===== src/rtl/addsub_pkg.sv =====
// Shared types and default widths for the multi-word add/subtract sequencer.
package addsub_pkg;

  localparam int DEFAULT_DATA_WIDTH = 8;
  localparam int DEFAULT_NUM_WORDS  = 4;

  typedef enum logic [1:0] {
    IDLE = 2'd0,
    RUN  = 2'd1,
    DONE = 2'd2
  } state_e;

endpackage


===== src/rtl/addsub_slice.sv =====
// One-word combinational add/subtract slice; the sequencer reuses it for every word.
// msb_cin (carry into the word MSB) is only produced when ADDSUB_SEQ_OVERFLOW_EN is defined.
module addsub_slice
  import addsub_pkg::*;
#(
  parameter int DATA_WIDTH = DEFAULT_DATA_WIDTH
) (
  input  logic [DATA_WIDTH-1:0] a,
  input  logic [DATA_WIDTH-1:0] b,
  input  logic                  sub,
  input  logic                  cin,
  output logic [DATA_WIDTH-1:0] sum,
  output logic                  cout,
  output logic                  msb_cin
);

  logic [DATA_WIDTH-1:0] b_eff;
  logic [DATA_WIDTH:0]   total;

  // NOTE: always_comb uses blocking '=' so later lines see the values just computed.
  always_comb begin
    b_eff = sub ? ~b : b;
    total = {1'b0, a} + {1'b0, b_eff} + {{DATA_WIDTH{1'b0}}, cin};
  end

  assign sum  = total[DATA_WIDTH-1:0];
  assign cout = total[DATA_WIDTH];

`ifdef ADDSUB_SEQ_OVERFLOW_EN
  // The MSB sum bit is a ^ b ^ carry-in, so the carry-in falls out by XOR.
  assign msb_cin = a[DATA_WIDTH-1] ^ b_eff[DATA_WIDTH-1] ^ sum[DATA_WIDTH-1];
`else
  assign msb_cin = 1'b0;
`endif

endmodule


===== src/rtl/addsub_sequencer.sv =====
// Word-serial add/subtract of two NUM_WORDS x DATA_WIDTH operands, one word per cycle, LSW first.
// Define ADDSUB_SEQ_OVERFLOW_EN to build signed-overflow detection; otherwise overflow is tied 0.
module addsub_sequencer
  import addsub_pkg::*;
#(
  parameter int DATA_WIDTH = DEFAULT_DATA_WIDTH,
  parameter int NUM_WORDS  = DEFAULT_NUM_WORDS
) (
  input  logic                            clk,
  input  logic                            rst_n,
  input  logic                            in_valid,
  output logic                            in_ready,
  input  logic [DATA_WIDTH*NUM_WORDS-1:0] a,
  input  logic [DATA_WIDTH*NUM_WORDS-1:0] b,
  input  logic                            sub,
  output logic                            out_valid,
  input  logic                            out_ready,
  output logic [DATA_WIDTH*NUM_WORDS-1:0] result,
  output logic                            carry_out,
  output logic                            overflow
);

  localparam int TOTAL_W = DATA_WIDTH * NUM_WORDS;
  localparam int IDX_W   = (NUM_WORDS > 1) ? $clog2(NUM_WORDS) : 1;
  localparam logic [IDX_W-1:0] LAST_IDX = IDX_W'(NUM_WORDS - 1);

  state_e             state_q, state_d;
  logic [IDX_W-1:0]   idx_q;
  logic               carry_q;
  logic               sub_q;
  logic               carry_out_q;
  logic [TOTAL_W-1:0] a_q, b_q, result_q;

  logic                  accept, running, last_word;
  logic [DATA_WIDTH-1:0] a_word, b_word, sum_word;
  logic                  slice_cout, slice_msb_cin;

  assign in_ready  = (state_q == IDLE);
  assign out_valid = (state_q == DONE);
  assign accept    = in_valid && in_ready;
  assign running   = (state_q == RUN);
  assign last_word = (idx_q == LAST_IDX);

  assign a_word = a_q[int'(idx_q)*DATA_WIDTH +: DATA_WIDTH];
  assign b_word = b_q[int'(idx_q)*DATA_WIDTH +: DATA_WIDTH];

  addsub_slice #(.DATA_WIDTH(DATA_WIDTH)) u_slice (
    .a       (a_word),
    .b       (b_word),
    .sub     (sub_q),
    .cin     (carry_q),
    .sum     (sum_word),
    .cout    (slice_cout),
    .msb_cin (slice_msb_cin)
  );

  // NOTE: every variable gets a default at the top of always_comb so no path leaves it unassigned (no latch).
  always_comb begin
    state_d = state_q;
    case (state_q)
      IDLE:    if (in_valid)  state_d = RUN;
      RUN:     if (last_word) state_d = DONE;
      DONE:    if (out_ready) state_d = IDLE;
      default: state_d = IDLE;
    endcase
  end

  // NOTE: clocked state uses non-blocking '<=' so all registers update from pre-edge values.
  always_ff @(posedge clk or negedge rst_n) begin
    if (!rst_n) begin
      state_q     <= IDLE;
      idx_q       <= '0;
      carry_q     <= 1'b0;
      sub_q       <= 1'b0;
      a_q         <= '0;
      b_q         <= '0;
      result_q    <= '0;
      carry_out_q <= 1'b0;
    end else begin
      state_q <= state_d;
      if (accept) begin
        a_q     <= a;
        b_q     <= b;
        sub_q   <= sub;
        idx_q   <= '0;
        carry_q <= sub;
      end else if (running) begin
        result_q[int'(idx_q)*DATA_WIDTH +: DATA_WIDTH] <= sum_word;
        carry_q <= slice_cout;
        idx_q   <= idx_q + 1'b1;
        if (last_word) carry_out_q <= slice_cout;
      end
    end
  end

  assign result    = result_q;
  assign carry_out = carry_out_q;

`ifdef ADDSUB_SEQ_OVERFLOW_EN
  logic overflow_q;

  always_ff @(posedge clk or negedge rst_n) begin
    if (!rst_n)                   overflow_q <= 1'b0;
    else if (running && last_word) overflow_q <= slice_msb_cin ^ slice_cout;
  end

  assign overflow = overflow_q;
`else
  logic unused_msb_cin;
  assign unused_msb_cin = slice_msb_cin;
  assign overflow       = 1'b0;
`endif

endmodule


===== config.mk =====
export PLATFORM = sky130hd
export DESIGN_NAME = addsub_sequencer
export DESIGN_NICKNAME = d
export VERILOG_FILES = /design/src/rtl/addsub_pkg.sv /design/src/rtl/addsub_slice.sv /design/src/rtl/addsub_sequencer.sv
export SDC_FILE = /design/constraint.sdc
export NUM_CORES = 1
export LEC_CHECK = 0
export ABC_AREA = 1
export CELL_PAD_IN_SITES_DETAIL_PLACEMENT = 1
export CELL_PAD_IN_SITES_GLOBAL_PLACEMENT = 2
export CORE_UTILIZATION = 30
export DETAILED_ROUTE_END_ITERATION = 16
export PLACE_DENSITY = 0.79
export SLEW_MARGIN = 20
export SYNTH_ARGS = -nofsm -noshare
export SYNTH_HDL_FRONTEND = slang
export SYNTH_SLANG_ARGS = --single-unit

===== constraint.sdc =====
create_clock -name clk -period 2.8 [get_ports clk]
set_input_delay 0.28 -clock clk [delete_from_list [all_inputs] [get_ports clk]]
set_output_delay 0.28 -clock clk [all_outputs]
set_load 0.02 [all_outputs]

# --- Word-level counts from Yosys, hierarchy flattened ---
# Index checks and enable logic that the tools add are counted.
classes:
  addsub: 4
  shifts: 4
  reduce_logical: 6
  bitwise: 2
  n_mux: 10
  eq_ne: 6
op_table:
  columns: ["operator", "n"]
  rows:
  - ["$shiftx A32 B6 Y8", 2]
  - ["$neg A5 Y33", 1]
  - ["$shift A8 B33 Y32 const A", 1]
  - ["$shiftx A8 B33 Y32", 1]
  - ["$bwmux W32", 1]
  - ["$mux W2", 5]
  - ["$add A8 B8 Y9", 1]
  - ["$add A9 B1 Y9", 1]
  - ["$mux W8", 1]
  - ["$not A8 Y8", 1]
  - ["$pmux W2 S3", 1]
  - ["$reduce_and A3 Y1", 2]
  - ["$eq A2 B2 Y1 const B", 2]
  - ["$ne A2 B1 Y1 const B", 2]
  - ["$add A2 B1 Y2 const B", 1]
  - ["$eq A2 B1 Y1 const B", 1]
  - ["$logic_not A2 Y1", 1]
  - ["$mux W1", 2]
  - ["$ne A2 B2 Y1 const B", 1]
  - ["$reduce_and A2 Y1", 1]
  - ["$reduce_bool A2 Y1", 1]
  - ["$logic_and A1 B1 Y1", 1]
  - ["$not A1 Y1", 1]
totals:
  ff_bits: 103
  elab_cells: 40
  output_inout_bits: 36

# --- Logic depth before layout (Yosys ltp) ---
# Gate-level depths: netlist of run 1.
logic_depth:
  depth_word: 7
  mapped_depth: 17
  depth_no_buf: 16

# --- By module ---
# A second synthesis of run 1 with hierarchy kept.
unflattened:
  hier_cells: 686
  area_unflattened_um2: 5243.8
modules_own_cells:
  columns: ["module", "seq_area_each_um2", "cells_per_inst", "area_each_um2", "n_inst"]
  rows:
  - ["addsub_sequencer", 2577.5, 605, 4763.3, 1]
  - ["addsub_slice", 0.0, 81, 480.5, 1]

# --- Worst setup path after synthesis of run 1 ---
# No wires, ideal clock.
synth_timing:
  path_kind: "register to register"
  from: "reg idx_q[0]"
  to: "reg result_q[14] (netlist: result[14])"
  path_buffers: 1
  path_stages_with_launch: 18
  t_required_ps: 2735
  path_slack_ps: 314
  setup_time_ps: 65
  arrival_time_ps: 2421
  synth_period_minus_slack_ps: 2486
  cell_sequence: "dfrtp_1 > inv_1 > buf_2 > nor2_1 > o22ai_1 > xor2_1 > fa_1 > inv_1 > fa_1 > nand2_1 > nand2_1 > nand3_1 > nand2_1 > nand2_1 > nand3_1 > nor2_1 > nand2_1 > nand2_1"
synth_between:
  elab_chain_len: 7
  word_cells_on_any_way: 10
synth_rtl:
  columns: ["item", "line", "source"]
  rows:
  - ["start, declared", "addsub_sequencer.sv:28", "logic [IDX_W-1:0] idx_q;"]
  - ["start signal, assigned", "addsub_sequencer.sv:90", "idx_q <= idx_q + 1'b1;"]
  - ["$shiftx A32 B6 Y8", "addsub_sequencer.sv:45", "assign b_word = b_q[int'(idx_q)*DATA_WIDTH +: DATA_WIDTH];"]
  - ["$not A8 Y8", "addsub_slice.sv:22", "b_eff = sub ? ~b : b;"]
  - ["$mux W8", "addsub_slice.sv:22", null]
  - ["$add A8 B8 Y9", "addsub_slice.sv:23", "total = {1'b0, a} + {1'b0, b_eff} + {{DATA_WIDTH{1'b0}}, cin};"]
  - ["$add A9 B1 Y9", "addsub_slice.sv:23", null]
  - ["$shiftx A8 B33 Y32", "addsub_sequencer.sv:88", "result_q[int'(idx_q)*DATA_WIDTH +: DATA_WIDTH] <= sum_word;"]
  - ["$bwmux W32 (*)", "addsub_sequencer.sv:88", null]
  - ["end signal, assigned by index", "addsub_sequencer.sv:88", null]
  - ["end, declared", "addsub_sequencer.sv:32", "logic [TOTAL_W-1:0] a_q, b_q, result_q;"]
# Mark *: on every way between the ends. The rest lies on a longest branch, timed or not.
# A chain may end at the register's enable or synchronous reset.

# --- Worst setup path after layout of run 1 ---
layout_timing:
  from: "reg idx_q[0]"
  to: "reg result_q[28] (netlist: result[28])"
# The elaborated chain is that of the path after synthesis.

==> results.md, run 1 <==
* Status: finished clean
* Drt via density at 4.58
* Nets at 790
* XOR/XNOR share of the synthesized area at 0.0194
* Number of clock sinks at 103
* Syn nets at 692
* Reg clk slew, reported paths at 0.07 ns
* Count leader, synth: nand2_1
* Layout Cells excl Fill at 927
* Fin crit period at 2.60 ns
* Max Freq at 385 MHz
* Sw Share at 0.477
* Worst slew pin tran at 0.667 ns
* Crit. End Element: flip-flop
* Multiplexer share of the synthesized area at 0
* Max cap viols at 0
* CP required at 3.08 ns
* Num CTS Buffers at 9
* Synth Flop Type: dfrtp_1
* Initial Util at 0.311
* Final Hold Viols at 0
* Row count at 46
* Core area at 0.0160 mm2
* Post-synth EDFFs at 0
* Worst path arrival time at 2.87 ns
* Clk Latency, worst-skew pair at 0.35 ns
* Fraction of registers with async set/reset at 1.00
* Avg Inst Size Synth at 8.17 um2
* IO Pins at 105
* # placed instances at 910
* RSZ-0062 raised after global routing: yes
* Critical Path Start: idx_q[0]$_DFFE_PN0P_
* CTS tree: done
* Sequential power share at 0.276
* Detailed Route WL at 14400 um
* DR vias at 4247
* Die Y at 131 um
* Post-Syn Area at 0.00497 mm2
* Fin crit share at 0.927
* Crit path launch type: flip-flop
* Post-synthesis compound-gate area fraction at 0.0869
* Antenna Cells at 0
* Crit path kind: flip-flop to flip-flop
* Logic pwr share at 0.581
* Area share of the largest cell type after synthesis at 0.519
* Layout cells sized above 1 at 0.0633
* Placer Congestion at 0.824
* Relative max-transition margin at 0.555
* Area growth syn-to-layout at 31.5%
* Fraction of the mapped netlist area in simple logic gates at 0.274
* Clock buffer depth at 2
* Adder-cell share of the synthesized area at 0.0408
* Antenna viol nets, final at 0
* Maximum fanout along the worst path at 14
* Initial antenna violation count at 0
* Die ar. at 0.0171 mm2
* Htree depth at 3
* Clock share of power at 0.143
* Root Driver: clkbuf_16
* Psw at 4.39 mW
* Area of the multi-input gates at 0.00211 mm2
* Detailed Route Iter0 Violations at 242
* Pwr dens at 1410 mW/mm2
* First-pass GRT wire length at 23900 um
* Post-synthesis register bit count at 103
* Leakage at 3.23 nW
* Wirelength per Cell at 15.5 um
* Final Slew Violations at 0
* Width of the die at 131 um
* Sequential cell area at 0.00258 mm2
* DP HPWL at 10700 um
* Vias in the first global route at 4562
* Netlist cell types at 31
* Gate Count Post-Synth at 608
* Commonest cells in the netlist: nand2_1 (280), dfrtp_1 (103), o21ai_0 (45)
* Filler cells at 1955
* Total gr overflow at 0
* Global Route Usage Sum at 0.183
* Pin count of the biggest net entering global routing at 67
* Drc violations at 0
* Main combinational cell family by area after synthesis: simple AND/OR/NAND/NOR gates
* Synth warnings at 0
* Synth area leaders: dfrtp_1 (52%), nand2_1 (21%), o21ai_0 (4.5%)
* Int Power at 4.80 mW
* Max VDD drop at 0.558 mV
* Final WS setup at 0.204 ns
* Utilization after layout at 0.408
* Port buffer count at 103
* Skew final at 0.0108 ns
* Worst min-delay path class: input port to asynchronous set/reset pin
* Sequential-to-total area share from yosys stat at 0.519
* Largest area contributor in the netlist: dfrtp_1
* Setup-failing EPs final at 0
* Worst r2r src: idx_q[0]$_DFFE_PN0P_
* Fin Hold WS at 0.452 ns
* Post-Place Setup Slack at 0.146 ns
* Detailed Routing Iterations Pass 1 at 4
## path summary, 6_finish.rpt
| kind | endpoint | slack (ns) | cells past startpoint |
|---|---|---|---|
| hold / removal | a_q[25]$_DFFE_PN0P_ | 0.45 | 2 |
| setup / recovery | result[28]$_DFFE_PN0P_ | 0.20 | 13 |
| hold reg to reg | a_q[12]$_DFFE_PN0P_ | 0.48 | 2 |
| setup reg to reg | result[28]$_DFFE_PN0P_ | 0.20 | 13 |
| min in group clk | b_q[6]$_DFFE_PN0P_ | 0.46 | 3 |
| max in group asynchronous | carry_q$_DFFE_PN0P_ | 1.59 | 3 |
## logic make-up (layout without fill, tap and decap cells)
| kind of cell | count (synthesis) | in the layout |
|---|---|---|
| AND/OR/NAND/NOR | 343 | 343 |
| flip-flops | 103 | 103 |
| AO/OA/AOI/OAI | 78 | 78 |
| buffers and inverters | 57 | 160 |
| adder cells (fa/ha/maj) | 15 | 15 |
| XOR/XNOR | 11 | 11 |
| other | 1 | 1 |
## layout by cell type, fill, tap and decap left out, types with 2 or more instances in the layout
cell	Yosys	routed
nand3_1	10	10
fa_1	2	2
o22ai_1	15	15
nand2_4	2	2
buf_4	7	6
nand2_1	280	278
buf_12	0	2
nor2_4	2	2
nor2_1	39	38
o21ai_1	6	6
nand2_2	3	5
clkbuf_16	0	9
clkdlybuf4s50_1	0	102
inv_2	4	4
nand4_1	4	4
a21oi_1	5	4
clkbuf_8	0	2
ha_1	13	13
o31ai_1	4	4
nor2_2	1	2
a22o_1	2	2
xor2_1	10	10
inv_1	24	24
buf_6	5	3
o21ai_0	45	45
dfrtp_1	103	103
## critical path, cell delays in order (launching register included)
cell and delay, ns:
dfrtp_1 0.43, inv_1 0.14, buf_4 0.24, nand2_1 0.07, a32o_1 0.23, fa_1 0.36, inv_1 0.11, fa_1 0.23
nand2_1 0.07, nand2_1 0.08, nand2_1 0.08, xnor2_2 0.18, nand3_1 0.14, o21ai_1 0.16
## power groups by stage
| stage | Combinational (mW) | Sequential, mW | Clock, mW |
|---|---|---|---|
| 3_5_place_dp | 5.25 | 2.56 | 0 |
| 6_report | 5.34 | 2.53 | 1.32 |
| 5_1_grt | 6.03 | 2.62 | 1.40 |
| 3_3_place_gp | 5.07 | 2.55 | 0 |
| 2_1_floorplan | 3.45 | 2.60 | 0 |
| 4_1_cts | 5.29 | 2.54 | 1.35 |
## through the flow
| step | setup TNS, ns | total power, mW | area, um2 |
|---|---|---|---|
| global placement | 0 | 7.62 | 6190 |
| CTS | 0 | 9.18 | 6510 |
| finish | 0 | 9.19 | 6530 |
| detailed placement | 0 | 7.82 | 6190 |
| global route | -0.00252 | 10.1 | 6530 |
| floorplan | 0 | 6.05 | 4970 |
## cell type report
| cell class | count | share of cell area |
|---|---|---|
| sequential | 103 | 0.394 |
| multi-input combinational | 448 | 0.323 |
| timing repair buffer | 114 | 0.176 |
| tap | 216 | 0.0414 |
| clock buffer | 12 | 0.0393 |
| inverter | 30 | 0.0176 |
| clock inverter | 4 | 0.00785 |
## routing by layer
layer | wire (um) | vias to the layer above | track usage
li1 | - | 2104 | -
met1 | 6680 | 2052 | 0.244
met2 | 7020 | 79 | 0.307
met3 | 485 | 12 | 0.0252
met4 | 177 | 0 | 0.0568
met5 | 0 | - | 0
## state kept, by name (all words and copies together) (netlist names)
signal     count
a_q           32
b_q           32
result        32
idx_q          2
state_q        2
carry_out      1
carry_q        1
sub_q          1
## timing repair
action | in CTS | in global routing
setup endpoints to repair | 0 | 6
hold buffers | 1 | 0
resized for setup | 0 | 7
endpoints found under the hold margin | 39 | 0
buffers inserted | 0 | 0
Power figures use the tool's default switching activity.
==> inputs of run 2 (changes only) <==
CELL_PAD_IN_SITES_DETAIL_PLACEMENT = 0   (was 1)
CELL_PAD_IN_SITES_GLOBAL_PLACEMENT = 1   (was 2)
CORE_UTILIZATION = 38   (was 30)
GPL_TIMING_DRIVEN = 0   (was not set)
==> results.md, run 2 (same netlist as run 1, synthesis figures left out) <==
* Crit path kind: flip-flop to flip-flop (unchanged)
* Filler cells at 1211 (was 1955)
* Worst min-delay path class: input port to asynchronous set/reset pin (unchanged)
* Max Freq at 372 MHz (was 385 MHz)
* Antenna viol nets, final at 0 (unchanged)
* Placer Congestion at 0.823 (was 0.824)
* Status: finished clean (unchanged)
* Fin crit period at 2.69 ns (was 2.60 ns)
* CP delay by family, top: simple AND/OR/NAND/NOR gates (was adder cells)
* Clk Latency, worst-skew pair at 0.36 ns (was 0.35 ns)
* Reg clk slew, reported paths at 0.07 ns (about the same)
* First-pass GRT wire length at 21700 um (was 23900 um)
* Htree depth at 3 (unchanged)
* Vias in the first global route at 4314 (was 4562)
* CP required at 3.10 ns (was 3.08 ns)
* Total gr overflow at 0 (unchanged)
* Max stage delay cell, worst path: dfrtp_2 (was dfrtp_1)
* Max cap viols at 0 (unchanged)
* Critical path's largest stage delay at 0.44 ns (was 0.43 ns)
* Global Route Usage Sum at 0.214 (was 0.183)
* Detailed Route Iter0 Violations at 312 (was 242)
* Setup-failing EPs final at 0 (unchanged)
* Core area at 0.0127 mm2 (was 0.0160 mm2)
* Fin Hold WS at 0.409 ns (was 0.452 ns)
* Leakage at 3.37 nW (was 3.23 nW)
* Pwr dens at 1410 mW/mm2 (about the same)
* Worst path arrival time at 2.98 ns (was 2.87 ns)
* Initial antenna violation count at 0 (unchanged)
* Nets at 815 (was 790)
* Commonest non-fill, non-tap cell in the layout: nand2_1 (unchanged)
* Pin count of the biggest net entering global routing at 60 (was 67)
* Detailed Routing Iterations Pass 1 at 4 (unchanged)
* Skew final at 0.00548 ns (was 0.0108 ns)
* Layout cells sized above 1 at 0.113 (was 0.0633)
* Drc violations at 0 (unchanged)
* Drt via density at 4.76 (was 4.58)
* DP HPWL at 9890 um (was 10700 um)
* Detailed Route WL at 13300 um (was 14400 um)
* Clock buffer depth at 2 (unchanged)
* Final total power at 9.50 mW (was 9.19 mW)
* Crit path launch type: flip-flop (unchanged)
* Worst r2r src: idx_q[1]$_DFFE_PN0P_ (was idx_q[0]$_DFFE_PN0P_)
* Root Driver: clkbuf_16 (unchanged)
* Row count at 41 (was 46)
* IO Pins at 105 (unchanged)
* CP dominant cell by count: nand2_1 (unchanged)
* Final Slew Violations at 0 (unchanged)
* DR vias at 4322 (was 4247)
* Crit. End Element: flip-flop (unchanged)
* Max VDD drop at 0.787 mV (was 0.558 mV)
* Area growth syn-to-layout at 35.3% (was 31.5%)
* Num CTS Buffers at 9 (unchanged)
* Width of the die at 116 um (was 131 um)
* Maximum fanout along the worst path at 12 (was 14)
* Initial Util at 0.392 (was 0.311)
* WP buf/inv at 3 (unchanged)
* CTS tree: done (unchanged)
* Die Y at 116 um (was 131 um)
* Die ar. at 0.0135 mm2 (was 0.0171 mm2)
* Antenna Cells at 0 (unchanged)
* Crit-path cells: clkinv_2, clkbuf_4, a32o_1, fa_2, inv_1, fa_2, nand2_1, nand2_1, nand3_2, nand2_1, nand2_2, a21oi_2, nand2_1, nand2_1 (was inv_1, buf_4, nand2_1, a32o_1, fa_1, inv_1, fa_1, nand2_1, nand2_1, nand2_1, xnor2_2, nand3_1, o21ai_1)
* Final Hold Viols at 0 (unchanged)
* Port buffer count at 103 (unchanged)
* Critical Path Start: idx_q[1]$_DFFE_PN0P_ (was idx_q[0]$_DFFE_PN0P_)
* Commonest non-fill, non-tap cells in the layout: nand2_1 (279), clkdlybuf4s50_1 (102), dfrtp_1 (101), o21ai_0 (44), nor2_1 (37) (was nand2_1 (278), dfrtp_1 (103), clkdlybuf4s50_1 (102), o21ai_0 (45), nor2_1 (38))
* Fin crit share at 0.959 (was 0.927)
* Wirelength per Cell at 14.7 um (was 15.5 um)
* Number of clock sinks at 103 (unchanged)
## run 2: cell types whose count changed in the layout (fill, tap and decap cells not counted), sizes merged
cell	change
inv	-1
buf	+22
clkinv	+2
clkbuf	+2
## run 2: cell type report
class | instances | area [um2] | share of cell area
buffer | 26 | 218 | 0.0324
clock buffer | 11 | 253 | 0.0376
multi-input combinational | 448 | 2160 | 0.321
sequential | 103 | 2580 | 0.384
timing repair buffer | 113 | 1130 | 0.168
inverter | 30 | 116 | 0.0173
clock inverter | 5 | 56.3 | 0.00837
tap | 172 | 215 | 0.0320
## run 2: timing repair
| item | 4_1_cts | 5_1_grt |
|---|---|---|
| pin swaps | 1 | 3 |
| hold endpoints to repair | 44 | 0 |
| hold buffers | 1 | 0 |
| setup buffers | 4 | 4 |
| setup endpoints to repair | 19 | 14 |
| gates resized for setup | 11 | 23 |
## run 2: per-layer routing
metal	routed length (um)	GRT usage	vias up
met5	0	0	-
met3	525	0.0519	17
li1	-	-	2168
met4	213	0.0598	0
met2	6430	0.351	94
met1	6130	0.282	2043
## run 2: through the flow
step,setup TNS [ns],area [um2],instances,utilization,setup slack (ns)
3_5_place_dp,-2.40,6240,884,0.493,-0.278
3_3_place_gp,-243.34,6220,883,0.491,-2.35
2_1_floorplan,0,4970,608,-,0.314
5_1_grt,-0.102,6730,908,0.531,-0.0357
6_report,0,6730,908,0.531,0.114
4_1_cts,-0.00628,6630,905,0.523,-0.00619
## run 2: where the power goes
group | total, mW | switching [mW] | internal, mW
Combinational | 5.67 | 3.48 | 2.18
Clock | 1.30 | 0.556 | 0.740
Sequential | 2.54 | 0.408 | 2.13
## run 2: final timing paths
kind                                                to  slack, ns  cells after the start
min in group clk                   b_q[17]$_DFFE_PN0P_       0.45                      3
worst min register to register  result[29]$_DFFE_PN0P_       0.48                      2
worst min-delay path               a_q[11]$_DFFE_PN0P_       0.41                      2
worst max-delay path               carry_q$_DFFE_PN0P_       0.11                     14
worst max register to register     carry_q$_DFFE_PN0P_       0.11                     14
max in group asynchronous         idx_q[0]$_DFFE_PN0P_       1.75                      3
==> inputs of run 3 (changes only) <==
PLACE_DENSITY = not set   (was 0.79)
PLACE_DENSITY_LB_ADDON = 0.15   (was not set)
==> results.md, run 3 (same netlist as run 1, synthesis figures left out) <==
* Vias in the first global route at 4236 (was 4314)
* Max VDD drop at 0.739 mV (was 0.787 mV)
* Fin crit period at 2.68 ns (was 2.69 ns)
* Post-Place Setup Slack at -0.434 ns (was -0.278 ns)
* Row count at 41 (unchanged)
* Core area at 0.0127 mm2 (unchanged)
* Reg clk slew, reported paths at 0.07 ns (about the same)
* Total gr overflow at 0 (unchanged)
* Setup-failing EPs final at 0 (unchanged)
* Worst min-delay path class: input port to asynchronous set/reset pin (unchanged)
* Critical path's largest stage delay at 0.49 ns (was 0.44 ns)
* Initial antenna violation count at 0 (unchanged)
* Final setup TNS at 0 ns (unchanged)
* Final Slew Violations at 0 (unchanged)
* Placed instance area at 0.00624 mm2 (unchanged)
* Die Y at 116 um (unchanged)
* Crit. End Element: flip-flop (unchanged)
* Placer Congestion at 0.840 (was 0.823)
* Num CTS Buffers at 9 (unchanged)
* Max cap viols at 0 (unchanged)
* Antenna Cells at 0 (unchanged)
* Fin crit share at 0.959 (about the same)
* Global Route Usage Sum at 0.210 (was 0.214)
* Max Freq at 373 MHz (was 372 MHz)
* Fin Hold WS at 0.370 ns (was 0.409 ns)
* Filler cells at 1276 (was 1211)
* Detailed Routing Iterations Pass 1 at 4 (unchanged)
* Crit-path cells: inv_4, buf_8, nor2_1, o22ai_2, xor2_2, fa_2, inv_2, fa_2, nand2_1, nand2_1, nand3_1, nand2_1, nand2_4, nand3_4, nor2_4, nand2_1, nand2_1 (was clkinv_2, clkbuf_4, a32o_1, fa_2, inv_1, fa_2, nand2_1, nand2_1, nand3_2, nand2_1, nand2_2, a21oi_2, nand2_1, nand2_1)
* Status: finished clean (unchanged)
* Commonest non-fill, non-tap cell in the layout: nand2_1 (unchanged)
* Antenna viol nets, final at 0 (unchanged)
* Met1 Routed Length at 6100 um (was 6130 um)
* Clk Latency, worst-skew pair at 0.34 ns (was 0.36 ns)
* Final Hold Viols at 0 (unchanged)
* Wirelength per Cell at 14.6 um (was 14.7 um)
* Area growth syn-to-layout at 37.1% (was 35.3%)
* Width of the die at 116 um (unchanged)
* Leakage at 3.41 nW (was 3.37 nW)
* DR vias at 4297 (was 4322)
* Clock buffer depth at 2 (unchanged)
* Crit path kind: flip-flop to flip-flop (unchanged)
* CP required at 3.08 ns (was 3.10 ns)
* Root Driver: clkbuf_16 (unchanged)
* Die ar. at 0.0135 mm2 (unchanged)
* Crit path launch type: flip-flop (unchanged)
* Drc violations at 0 (unchanged)
* Post-route cell area at 0.00682 mm2 (was 0.00673 mm2)
* Max stage delay cell, worst path: dfrtp_2 (unchanged)
* Layout cells sized above 1 at 0.118 (was 0.113)
* Final total power at 9.93 mW (was 9.50 mW)
* Nets at 819 (was 815)
* Wire length on met2 at 6310 um (was 6430 um)
* Skew final at 0.00810 ns (was 0.00548 ns)
* CP dominant cell by count: nand2_1 (unchanged)
* DP HPWL at 9720 um (was 9890 um)
* Maximum fanout along the worst path at 8 (was 12)
* Drt via density at 4.72 (was 4.76)
* Uppermost routed layer: met4 (unchanged)
* Detailed Route Iter0 Violations at 217 (was 312)
* DR WL met3 at 662 um (was 525 um)
* Initial Util at 0.392 (unchanged)
* Final WS setup at 0.116 ns (was 0.114 ns)
* First-pass GRT wire length at 21300 um (was 21700 um)
* IO Pins at 105 (unchanged)
* Detailed Route WL at 13300 um (about the same)
* Commonest non-fill, non-tap cells in the layout: nand2_1 (279), clkdlybuf4s50_1 (102), dfrtp_1 (101), o21ai_0 (43), nor2_1 (38) (was nand2_1 (279), clkdlybuf4s50_1 (102), dfrtp_1 (101), o21ai_0 (44), nor2_1 (37))
* Pin count of the biggest net entering global routing at 77 (was 60)
* Htree depth at 3 (unchanged)
* CTS tree: done (unchanged)
* Worst path arrival time at 2.97 ns (was 2.98 ns)
* Number of clock sinks at 103 (unchanged)
* Port buffer count at 103 (unchanged)
* Pwr dens at 1460 mW/mm2 (was 1410 mW/mm2)
==> run 3: power breakdown <==
part	internal (mW)	leakage (nW)	switching, mW
logic	2.40	1.94	3.66
clock network	0.786	0.154	0.539
registers	2.13	1.32	0.424
total	5.31	3.41	4.62
==> run 3: cell type report <==
class | instances | area (um2) | share of cell area
Sequential cell | 103 | 2580 | 0.379
Multi-Input combinational cell | 448 | 2180 | 0.319
Timing Repair Buffer | 117 | 1170 | 0.172
Clock buffer | 13 | 280 | 0.0411
Buffer | 26 | 233 | 0.0341
Tap cell | 172 | 215 | 0.0316
Inverter | 30 | 119 | 0.0174
Clock inverter | 2 | 37.5 | 0.00551
==> run 3: routing by layer <==
| layer | up-vias | track usage |
|---|---|---|
| met2 | 120 | 0.343 |
| met5 | - | 0 |
| met4 | 0 | 0.0769 |
| met1 | 1982 | 0.282 |
| li1 | 2178 | - |
| met3 | 17 | 0.0332 |
==> run 3: final timing paths <==
check	cells after the start	slack (ns)	from	to
worst min-delay path	2	0.37	rst_n	a_q[27]$_DFFE_PN0P_
min in group clk	3	0.46	b[3]	b_q[3]$_DFFE_PN0P_
worst max register to register	17	0.12	idx_q[0]$_DFFE_PN0P_	result[14]$_DFFE_PN0P_
worst min register to register	2	0.48	a_q[11]$_DFFE_PN0P_	a_q[11]$_DFFE_PN0P_
max in group asynchronous	3	1.77	rst_n	idx_q[0]$_DFFE_PN0P_
worst max-delay path	17	0.12	idx_q[0]$_DFFE_PN0P_	result[14]$_DFFE_PN0P_
==> run 3: critical path: cells and delay by family, from the launching register on <==
family | cells | cell delay (ns)
and+or+nand+nor | 10 | 0.81
buffers and inverters | 3 | 0.28
DFF | 1 | 0.49
xor gates and xnor gates | 1 | 0.20
adders and majority gates | 2 | 0.64
AOI/OAI and AO/OA | 1 | 0.19
==> run 3: what timing repair did <==
action	in CTS	in global routing
pin swaps	3	6
endpoints found under the setup margin	27	18
setup buffers	4	6
hold buffers	1	0
cloned	0	2
resized for setup	19	25
hold endpoints to repair	27	0
==> run 3: metrics by stage <==
step,util,instances
2_1_floorplan,-,608
3_5_place_dp,0.493,884
6_report,0.538,911
3_3_place_gp,0.491,883
4_1_cts,0.525,904
5_1_grt,0.538,911
